--- src/rtl/core_mrpnwp_pkg.sv ---
// Shared types and the round-robin pick helper for the write-side arbiter.
package core_mrpnwp_pkg;

  typedef enum logic [1:0] {
    RST  = 2'd0,
    INIT = 2'd1,
    RUN  = 2'd2
  } state_t;

  localparam int RR_MAX_PT = 16;
  localparam int RR_IDX_W  = 4;

  // Index of the first set request scanning upward from ptr, modulo n.
  // ptr must be below n; lanes at or above n are ignored.
  function automatic int rr_pick(input logic [RR_MAX_PT-1:0] req,
                                 input int n,
                                 input int ptr);
    int   idx;
    int   win;
    logic found;
    win   = 0;
    found = 1'b0;
    for (int i = 0; i < RR_MAX_PT; i++) begin
      idx = ptr + i;
      if (idx >= n) idx = idx - n;
      if ((i < n) && !found && req[idx[RR_IDX_W-1:0]]) begin
        win   = idx;
        found = 1'b1;
      end
    end
    return win;
  endfunction

endpackage

--- src/rtl/core_mrpnwp_rr_arb.sv ---
// Combinational round-robin picker: one-hot grant and winner index from the
// request vector and the current priority pointer.
module core_mrpnwp_rr_arb
  import core_mrpnwp_pkg::*;
#(
  parameter int NUMWRPT = 3,
  parameter int BITWRPT = 2
) (
  input  logic [NUMWRPT-1:0] i_req,
  input  logic [BITWRPT-1:0] i_rr_ptr,
  output logic [NUMWRPT-1:0] o_gnt,
  output logic [BITWRPT-1:0] o_winner,
  output logic               o_any_req
);

  logic [RR_MAX_PT-1:0] w_req_ext;
  int                   w_win;

  always_comb begin
    w_req_ext              = '0;
    w_req_ext[NUMWRPT-1:0] = i_req;
    w_win                  = rr_pick(w_req_ext, NUMWRPT, int'(i_rr_ptr));
  end

  assign o_winner  = BITWRPT'(w_win);
  assign o_any_req = |i_req;

  always_comb begin
    o_gnt = '0;
    if (o_any_req) o_gnt[o_winner] = 1'b1;
  end

endmodule

--- src/rtl/core_mrpnwp_wr_arb.sv ---
// Write-side controller: init sweep after reset or clear, then round-robin
// arbitration of NUMWRPT requesters onto one registered physical write port.
//   state | meaning
//   RST   | held in reset / first cycle after release
//   INIT  | sweeping INITVAL across every physical address
//   RUN   | arbitrating requesters, one write per cycle
module core_mrpnwp_wr_arb
  import core_mrpnwp_pkg::*;
#(
  parameter int               WIDTH   = 32,
  parameter int               NUMWRPT = 3,
  parameter int               BITWRPT = 2,
  parameter int               NUMADDR = 8192,
  parameter int               BITADDR = 13,
  parameter bit               INITEN  = 1'b1,
  parameter logic [WIDTH-1:0] INITVAL = '0
) (
  input  logic                       i_clk,
  input  logic                       i_rst,
  input  logic [NUMWRPT-1:0]         i_req,
  input  logic [NUMWRPT*BITADDR-1:0] i_req_addr,
  input  logic [NUMWRPT*WIDTH-1:0]   i_req_din,
  output logic [NUMWRPT-1:0]         o_req_gnt,
  input  logic                       i_clr,
  output logic                       o_pwrite,
  output logic [BITADDR-1:0]         o_pwraddr,
  output logic [WIDTH-1:0]           o_pdin,
  output logic                       o_ready,
  output logic                       o_busy
);

  state_t               r_state;
  state_t               w_next_state;
  logic [BITWRPT-1:0]   r_rr_ptr;
  logic [BITADDR-1:0]   r_init_cnt;
  logic                 r_pwrite;
  logic [BITADDR-1:0]   r_pwraddr;
  logic [WIDTH-1:0]     r_pdin;

  logic [NUMWRPT-1:0]   w_arb_gnt;
  logic [BITWRPT-1:0]   w_winner;
  logic                 w_any_req;
  logic                 w_grant;
  logic                 w_init_last;
  logic [BITADDR-1:0]   w_sel_addr;
  logic [WIDTH-1:0]     w_sel_din;

  core_mrpnwp_rr_arb #(
    .NUMWRPT (NUMWRPT),
    .BITWRPT (BITWRPT)
  ) u_rr_arb (
    .i_req     (i_req),
    .i_rr_ptr  (r_rr_ptr),
    .o_gnt     (w_arb_gnt),
    .o_winner  (w_winner),
    .o_any_req (w_any_req)
  );

  assign w_init_last = (r_init_cnt == BITADDR'(NUMADDR - 1));
  assign w_sel_addr  = i_req_addr[w_winner*BITADDR +: BITADDR];
  assign w_sel_din   = i_req_din[w_winner*WIDTH +: WIDTH];

  always_ff @(posedge i_clk) begin
    if (!i_rst) r_state <= RST;
    else        r_state <= w_next_state;
  end

  always_comb begin
    w_next_state = r_state;
    case (r_state)
      RST:     w_next_state = INITEN ? INIT : RUN;
      INIT:    if (w_init_last) w_next_state = RUN;
      RUN:     if (i_clr) w_next_state = INIT;
      default: w_next_state = RST;
    endcase
  end

  // clr wins over arbitration, so pending requests simply wait out the sweep.
  always_comb begin
    o_ready   = (r_state == RUN);
    o_busy    = (r_state == INIT);
    w_grant   = (r_state == RUN) && !i_clr && w_any_req;
    o_req_gnt = w_grant ? w_arb_gnt : '0;
  end

  always_ff @(posedge i_clk) begin
    if (!i_rst) begin
      r_pwrite   <= 1'b0;
      r_pwraddr  <= '0;
      r_pdin     <= '0;
      r_rr_ptr   <= '0;
      r_init_cnt <= '0;
    end else begin
      case (r_state)
        INIT: begin
          r_pwrite   <= 1'b1;
          r_pwraddr  <= r_init_cnt;
          r_pdin     <= INITVAL;
          r_init_cnt <= w_init_last ? '0 : r_init_cnt + 1'b1;
        end
        RUN: begin
          if (i_clr) begin
            r_pwrite   <= 1'b0;
            r_init_cnt <= '0;
          end else if (w_grant) begin
            r_pwrite  <= 1'b1;
            r_pwraddr <= w_sel_addr;
            r_pdin    <= w_sel_din;
            r_rr_ptr  <= (w_winner == BITWRPT'(NUMWRPT - 1)) ? '0 : w_winner + 1'b1;
          end else begin
            r_pwrite <= 1'b0;
          end
        end
        default: r_pwrite <= 1'b0;
      endcase
    end
  end

  assign o_pwrite  = r_pwrite;
  assign o_pwraddr = r_pwraddr;
  assign o_pdin    = r_pdin;

endmodule

--- config.mk ---
export PLATFORM = sky130hd
export DESIGN_NAME = core_mrpnwp_wr_arb
export DESIGN_NICKNAME = d
export VERILOG_FILES = /design/src/rtl/core_mrpnwp_pkg.sv /design/src/rtl/core_mrpnwp_rr_arb.sv /design/src/rtl/core_mrpnwp_wr_arb.sv
export SDC_FILE = /design/constraint.sdc
export NUM_CORES = 1
export LEC_CHECK = 0
export BUFFER_PORTS_ARGS = -buffer_cell sky130_fd_sc_hd__buf_2
export CORE_MARGIN = 5
export CORE_UTILIZATION = 45
export DETAILED_ROUTE_END_ITERATION = 16
export PLACE_DENSITY = 0.84
export REMOVE_ABC_BUFFERS = 1
export SLEW_MARGIN = 25
export SYNTH_ARGS = -nofsm -noshare
export SYNTH_HDL_FRONTEND = slang
export SYNTH_SLANG_ARGS = --single-unit
--- constraint.sdc ---
create_clock -name i_clk -period 3.5 [get_ports i_clk]
set_input_delay 0.7 -clock i_clk [delete_from_list [all_inputs] [get_ports i_clk]]
set_output_delay 0.7 -clock i_clk [all_outputs]
set_load 0.01 [all_outputs]
== After elaboration in Yosys (flattened, before gate mapping) ==
Index checks and enable logic that the tools add are counted.
Storage, ports and cells
  bits in registers: 63
  output and inout bits: 51
Cells by class
  add/sub/neg operators: 7
  multipliers: 1
  order comparisons: 8
  equal/unequal tests: 8
  shifts and indexed selects: 2
  muxes and demuxes: 34
  bitwise logic cells: 1
  reduce and logical (&&, ||, !) cells: 15
Operator list (number)
  variable part select 96 x 8 -> 32 bit: 1
  >= comparator 32 x 3 -> 1 bit, second input constant: 2
  two-way mux 32 bit: 2
  one-hot mux 32 bit (2 select lines): 1
  two-way mux 13 bit: 4
  one-hot mux 13 bit (2 select lines): 2
  variable part select 39 x 7 -> 13 bit: 1
  < comparator 4 x 5 -> 1 bit, second input constant: 3
  adder 13 x 1 -> 13 bit, second input constant: 1
  == test 13 bit, second input constant: 1
  binary-select mux 1 bit (select 4 bit): 3
  two-way mux 2 bit: 6
  two-way mux 4 bit: 3
  two-way mux 1 bit: 8
  subtractor 3 x 2 -> 4 bit, second input constant: 2
  multiplier 2 x 4 -> 6 bit, second input constant: 1
  two-way mux 3 bit: 2
  one-hot mux 2 bit (3 select lines): 1
  AND reduction 3 bit: 2
  logical AND 1 bit: 5
  == test 2 bit, second input constant: 2
  != test 2 x 1 -> 1 bit, second input constant: 2
  != test 2 bit, second input constant: 2
  AND reduction 2 bit: 2
  15 further kinds: 17

== Longest topological paths before layout ==
Gate-level depths: netlist (run 1).
  word-level depth: 17
  gate-level depth with buffers: 11
  depth with buffers taken out: 8

== Cells and area by module ==
Synthesis (run 1) repeated with hierarchy kept, for this count alone.
Second synthesis, totals
  cell total of the unflattened synthesis: 428
  area, all modules: 3737.3 um2
Modules (own cells, without submodules)
  core_mrpnwp_wr_arb: times used 1, cells an instance 392, area an instance 3454.6 um2
  core_mrpnwp_rr_arb: times used 1, cells an instance 36, area an instance 282.8 um2

== Worst setup path after synthesis (run 1) ==
No wires, ideal clock.
  path kind: reg2out
  from: register r_rr_ptr[1]
  to: output o_req_gnt[0]
  data arrival time: 2.042 ns
  data required time: 2.800 ns
  path slack: 0.758 ns
  cell stages (with the launch flop): 9
  path buffers: 0
  path through: dfxtp_1 > inv_1 > ha_1 > a21boi_1 > o21ai_1 > a211oi_1 > a21o_2 > nand2_1 > a211oi_1
Between the ends
  longest elaborated chain between the ends: 17
  elaborated cells between the ends (all ways): 33
  those cells by class: 5 x add/sub; 5 x order compare; 18 x mux; 5 x reduce/logical
RTL lines
  start, declared: RTL line core_mrpnwp_wr_arb.sv:34  | logic [BITWRPT-1:0] r_rr_ptr;
  start signal, assigned: RTL line core_mrpnwp_wr_arb.sv:109  | r_rr_ptr <= (w_winner == BITWRPT'(NUMWRPT - 1)) ? '0 : w_winner + 1'b1;
  parallel branches: the longest is 10 deep, another holds >= comparator 32 x 3 -> 1 bit
  two-way mux 2 bit *: RTL line core_mrpnwp_pkg.sv:26  | if ((i < n) && !found && req[idx[RR_IDX_W-1:0]]) begin
  < comparator 2 x 3 -> 1 bit (not written as such) or >= comparator 2 x 1 -> 1 bit (tied branches): RTL line core_mrpnwp_rr_arb.sv:30  | if (o_any_req) o_gnt[o_winner] = 1'b1;
  logical AND 1 bit (not written as such): RTL line core_mrpnwp_rr_arb.sv:30
  two-way mux 1 bit (not written as such): RTL line core_mrpnwp_rr_arb.sv:30
  demux 1 bit (select 2 bit) *
  two-way mux 3 bit *: RTL line core_mrpnwp_rr_arb.sv:30
  two-way mux 3 bit *: RTL line core_mrpnwp_wr_arb.sv:83  | o_req_gnt = w_grant ? w_arb_gnt : '0;
  end, declared: RTL line core_mrpnwp_wr_arb.sv:23  | output logic [NUMWRPT-1:0] o_req_gnt,
Every way passes the cells marked *. The select of a mux whose other input is x is not followed.

== Worst setup path in the final report (run 1) ==
  from: register r_rr_ptr[0]
  to: output o_req_gnt[0]
Same word-level chain as after synthesis.

==> results of run 1 <==
state kept, by name (all words and copies together) (netlist names):
signal and flops:
o_pwraddr 13, o_pdin 32, o_pwrite 1, r_rr_ptr 2
r_init_cnt 13, r_state 2
kinds of logic after synthesis:
family	count (synthesis)
fa+ha+maj	10
flops	63
buf+inv	35
compound gates	154
xor+xnor	9
mux	3
simple gates	97
critical path, cell delays in order (launching register included):
cell	delay, ns
dfxtp_1	0.34
inv_1	0.22
ha_4	0.24
mux2i_1	0.28
o21ai_2	0.12
a2111o_1	0.47
a21o_2	0.26
nand2_1	0.11
a211oi_1	0.06
buf_2	0.17
timing repair:
item	in CTS	in global routing
setup endpoints to repair	0	2
buffers inserted	0	0
gates resized for setup	0	8
hold buffers	0	0
cell type report:
cell class	count	share of cell area
Multi-Input combinational cell	273	0.435
Tap cell	99	0.0265
Inverter	9	0.00723
Sequential cell	63	0.270
Clock inverter	2	0.00295
Clock buffer	13	0.0383
Timing Repair Buffer	198	0.220
how the worst max path moves through the flow:
stage,cells after the start,from,slack (ns),to
after floorplan,8,r_state[0],0.34,o_pdin[0]
after global placement,8,r_rr_ptr[1],0.56,o_pdin[22]
after detailed placement,9,r_rr_ptr[1],0.47,o_req_gnt[0]
after CTS,8,r_rr_ptr[1],0.08,o_req_gnt[1]
after global routing,8,r_rr_ptr[0],0.02,o_req_gnt[1]
final,9,r_rr_ptr[0],0.20,o_req_gnt[0]
synth_stat cells (all sizes together) (4+ instances only):
library cell / number / area, um2
dfxtp: 63 / 1260
a221o: 44 / 440
a22o: 33 / 289
nor2: 29 / 116
o21ai: 23 / 119
nand2: 18 / 67.6
nand3: 17 / 85.1
clkbuf: 16 / 60.1
buf: 10 / 93.8
ha: 10 / 125
inv: 9 / 33.8
o21a: 8 / 60.1
o22ai: 8 / 50.1
a22oi: 7 / 52.6
a211oi: 6 / 50.1
nor3: 6 / 41.3
xor2: 6 / 52.6
a21oi: 5 / 36.3
nand4: 5 / 31.3
o32a: 5 / 50.1
and3: 4 / 25.0
power breakdown:
part	switching, uW	total [uW]	internal (uW)
Sequential	15.8	743	727
Combinational	149	250	101
Clock	283	614	331
placed cells by master (no fill, tap or decap), drive strengths merged, types with 2 or more instances in the layout:
master	count
nand2	18
inv	9
o21a	8
a22oi	7
xor2	6
a22o	33
a31oi	2
a21oi	5
o211ai	2
and2	3
o22ai	8
a21o	2
a221o	44
nor4	2
ha	10
nand4	5
o21ai	23
nand3	17
nor3	6
a211oi	6
and3	4
buf	198
nor2	29
dfxtp	63
xnor2	3
clkbuf	13
a32oi	3
mux2i	3
clkinv	2
nor2b	3
or2	3
nand2b	3
o32a	5
per-layer routing:
metal | wire (um) | vias up | track usage
met3 | 1070 | 32 | 0.0646
met4 | 295 | 0 | 0.0841
met1 | 4880 | 1862 | 0.299
met5 | 0 | - | 0
li1 | - | 1839 | -
met2 | 6280 | 201 | 0.433
through the flow:
stage | instances | worst slack, ns
finish | 657 | 0.198
global route | 657 | 0.0207
CTS | 657 | 0.0764
detailed placement | 642 | 0.468
global placement | 641 | 0.563
floorplan | 345 | 0.339
==> results.json, run 1 <==
{
  "cts_buffer_depth": 2,
  "r2r-end": "o_pdin[19]",
  "avgViaCountPerCell": 5.99,
  "routedWlPerCell_um": 19.1,
  "synth_compound_area_frac": 0.369,
  "synth_adder_area_share": 0.0364,
  "drv_slew": 0,
  "async_reset_ff_frac": 0,
  "power_leakage_uw": 0.00211,
  "first_pass_iters": 5,
  "whs_path_depth": 2,
  "cts_tree": "done",
  "initial_core_util": 0.469,
  "row_count": 31,
  "finalHoldViolCount": 0,
  "drt-initial-drc-count": 261,
  "ys_ff_latch": 63,
  "dpl-instance-area_um2": 4440,
  "grt_max_degree": 33,
  "grt_pass1_vias": 4050,
  "maxSlewHeadroom": 0.404,
  "synth_top_family_by_area": "compound AO/OA/AOI/OAI gates",
  "grt_overflow": 0,
  "seqCellArea_um2": 1260,
  "crit_required_ns": 2.80,
  "ys_warn_count": 0,
  "r2r_start": "r_rr_ptr[0]",
  "clk_pin_slew_ns": 0.07,
  "place_hpwl_um": 9650,
  "cts_max_level": 3,
  "cp.arrival_ns": 2.60,
  "finalCritPeriodShare": 0.943,
  "gp_congestion": 0.926,
  "synthXorXnorAreaFrac": 0.0229,
  "die_h_um": 97.4,
  "stdcell_area_um2": 4670,
  "dr_total_vias": 3934,
  "grt_pass1_wl_um": 19900,
  "setup_tns_ns": 0,
  "synthesis.instances": 371,
  "setup_viol": 0,
  "syn_area_um2": 3440,
  "yosysSeqAreaShare": 0.367,
  "clk_latency_ns": 0.33,
  "detail-route-antenna-nets": 0,
  "fillers": 636,
  "final_layout_size_suffix_gt1_frac": 0.410,
  "diodes": 0,
  "post-route-util": 0.637,
  "io_buffers": 191,
  "finalCriticalPeriod_ns": 3.30,
  "worst_setup_path_start_kind": "flop",
  "crit_fanout": 11,
  "route.detailed.drc": 0,
  "whs_endpoint": "r_state[0]",
  "nNetsFinal": 705,
  "multiInputGateArea_um2": 2030,
  "reg2reg_depth": 9,
  "avgSynthCellArea_um2": 9.27,
  "synth_ff_type": "dfxtp_1",
  "cap_violations": 0,
  "die-area_um2": 9490,
  "ctsRootBufferMaster": "clkbuf_8",
  "grt_setup_unrepaired": "no",
  "min_path_type": "flop to flop",
  "die_x_um": 97.4,
  "grt_use_total": 0.250,
  "finalClockSkew_ns": 0.0116,
  "core_um2": 7330,
  "worst_slew_pin_slew_ns": 0.892,
  "num_io_pins": 192,
  "antenna_found_initial": 0,
  "power_uw": 1610,
  "syn_to_final_growth_pct": 35.8,
  "cts_buffers": 9,
  "totalWireLength_um": 12500,
  "synth_cell_types": 50,
  "clkSinkCount": 63,
  "end_kind": "primary output",
  "power_density_nw_per_um2": 344,
  "path_class": "flop to primary output",
  "fmax_mhz": 303,
  "r2r_slack_ns": 0.67,
  "synth_mux_area_frac": 0.00873,
  "whs_ns": 0.530,
  "synth-simple-area-share": 0.141,
  "synth_edf_count": 0,
  "ir_worst_vdd_v": 0.000206,
  "hold_start": "r_state[0]",
  "status": "complete, no violations"
}
Note: power is estimated with default switching activity, not from simulation.
==> run 2: changes to the inputs <==
- CORE_UTILIZATION: 45 -> 40
- GPL_TIMING_DRIVEN: default -> 0
- PLACE_DENSITY: 0.84 -> 0.79
- clock period: 3.5 -> 2.77 ns (I/O delays scaled with it)
==> run 2 against run 1 <==
Against the previous run:
- the run now ends with negative setup slack left
- combinational power increased by 38%
- utilization decreased by 2.9 points
- hold slack got worse by 0.10 ns
- global-route usage decreased by 0.64 points
- critical path type unchanged
- highest routed layer unchanged
==> results.json, run 2 (synthesis gave the netlist of run 1 again) <==
{
  "initial_core_util": 0.415,
  "gp_congestion": 0.922,
  "avgViaCountPerCell": 5.88,
  "cts_tree": "done",
  "final_common_cell": "buf_2",
  "detail-route-antenna-nets": 0,
  "route.detailed.drc": 0,
  "crit_required_ns": 2.22,
  "row_count": 33,
  "die_x_um": 103,
  "num_io_pins": 192,
  "fmax_mhz": 340,
  "routedWlPerCell_um": 19.7,
  "grt_max_degree": 33,
  "final_layout_size_suffix_gt1_frac": 0.460,
  "finalClockSkew_ns": 0.0147,
  "setup_viol": 3,
  "hold_start": "i_req_din[12]",
  "worst_setup_path_start_kind": "flop",
  "cts_buffers": 9,
  "cts_buffer_depth": 2,
  "violations": "negative setup slack",
  "clk_latency_ns": 0.34,
  "core_um2": 8300,
  "nNetsFinal": 728,
  "grt_overflow": 0,
  "grt_setup_unrepaired": "yes",
  "clkSinkCount": 63,
  "largest_reg_flops": 32,
  "setup_slack_ns": -0.168,
  "dpl-instance-area_um2": 4420,
  "finalHoldViolCount": 0,
  "r2r_start": "r_rr_ptr[1]",
  "final_cell_mix": "buf_2, dfxtp_1, a221o_1",
  "io_buffers": 191,
  "power_leakage_uw": 0.00224,
  "cp.arrival_ns": 2.38,
  "crit_fanout": 6,
  "drt-initial-drc-count": 213,
  "end_kind": "primary output",
  "die-area_um2": 10600,
  "dp_slack_ns": -0.478,
  "grt_pass1_wl_um": 20200,
  "grt_use_total": 0.243,
  "worstSetupStartpoint": "r_rr_ptr[1]",
  "diodes": 0,
  "worst_slew_pin_slew_ns": 1.05,
  "stdcell_area_um2": 5050,
  "finalCritPeriodShare": 1.06,
  "status": "finished, violations left",
  "ir_worst_vdd_v": 0.000227,
  "dr_total_vias": 4040,
  "path_class": "flop to primary output",
  "die_h_um": 103,
  "grt_pass1_vias": 3984,
  "power_density_nw_per_um2": 396,
  "syn_to_final_growth_pct": 46.8,
  "ctsRootBufferMaster": "clkbuf_8",
  "min_path_type": "primary input to flop",
  "cts_max_level": 3,
  "drv_slew": 0,
  "cap_violations": 0,
  "clk_pin_slew_ns": 0.09,
  "totalWireLength_um": 13600,
  "finalCriticalPeriod_ns": 2.94,
  "maxSlewHeadroom": 0.301,
  "antenna_found_initial": 0,
  "fillers": 719,
  "place_hpwl_um": 9330,
  "first_pass_iters": 5
}
[run 2: layer usage]
| metal | wire, um | vias up | part of all wire | GRT usage |
|---|---|---|---|---|
| li1 | - | 1894 | - | - |
| met1 | 5420 | 1928 | 0.40 | 0.310 |
| met2 | 6840 | 200 | 0.50 | 0.408 |
| met3 | 1080 | 18 | 0.080 | 0.0487 |
| met4 | 214 | 0 | 0.016 | 0.0906 |
| met5 | 0 | - | 0 | 0 |
[run 2: final cells by class]
cell class	count	area (um2)	share of cell area
Sequential cell	63	1270	0.251
Timing Repair Buffer	218	1270	0.251
Inverter	9	36.3	0.00718
Clock inverter	7	48.8	0.00966
Multi-Input combinational cell	276	2180	0.431
Tap cell	105	131	0.0260
Clock buffer	9	124	0.0245
[run 2: critical path, cell delays in order (launching register included)]
cell and delay (ns):
dfxtp_4 0.40, inv_4 0.05, ha_4 0.30, mux2i_2 0.23, o21ai_2 0.10, a2111o_1 0.44, a21o_4 0.24, nand2_4 0.08
a211oi_2 0.04, buf_2 0.16
[run 2: power by group]
| part | internal (uW) | total, uW | switching (uW) |
|---|---|---|---|
| Clock | 324 | 715 | 391 |
| Sequential | 917 | 937 | 20.5 |
| Combinational | 142 | 346 | 205 |
| Total | 1380 | 2000 | 617 |
[run 2: timing repair]
action,in CTS,in global routing
setup endpoints to repair,42,15
hold buffers,0,0
pin swaps,12,6
gates resized for setup,29,7
gates cloned,3,2
buffers inserted,18,6
endpoints found under the hold margin,0,0
[run 2: worst paths after layout]
kind	endpoint	depth (start not counted)	slack [ns]
worst max-delay path	o_req_gnt[0]	9	-0.17
worst min-delay path	o_pdin[12]	2	0.43
worst max register to register	o_pdin[6]	11	0.02
worst min register to register	r_state[0]	2	0.53
[run 2: per-stage QoR]
| step | TNS [ns] | utilization | cells | total power (uW) | hold slack (ns) |
|---|---|---|---|---|---|
| 6_report | -0.415 | 0.609 | 687 | 2000 | 0.429 |
| 5_1_grt | -1.45 | 0.609 | 687 | 2090 | 0.416 |
| 4_1_cts | -0.234 | 0.591 | 680 | 2000 | 0.420 |
| 3_5_place_dp | -18.69 | 0.533 | 643 | 1280 | 0.521 |
| 3_3_place_gp | -44.92 | 0.527 | 641 | 1260 | 0.493 |
| 2_1_floorplan | -12.51 | - | 345 | 1090 | 0.478 |
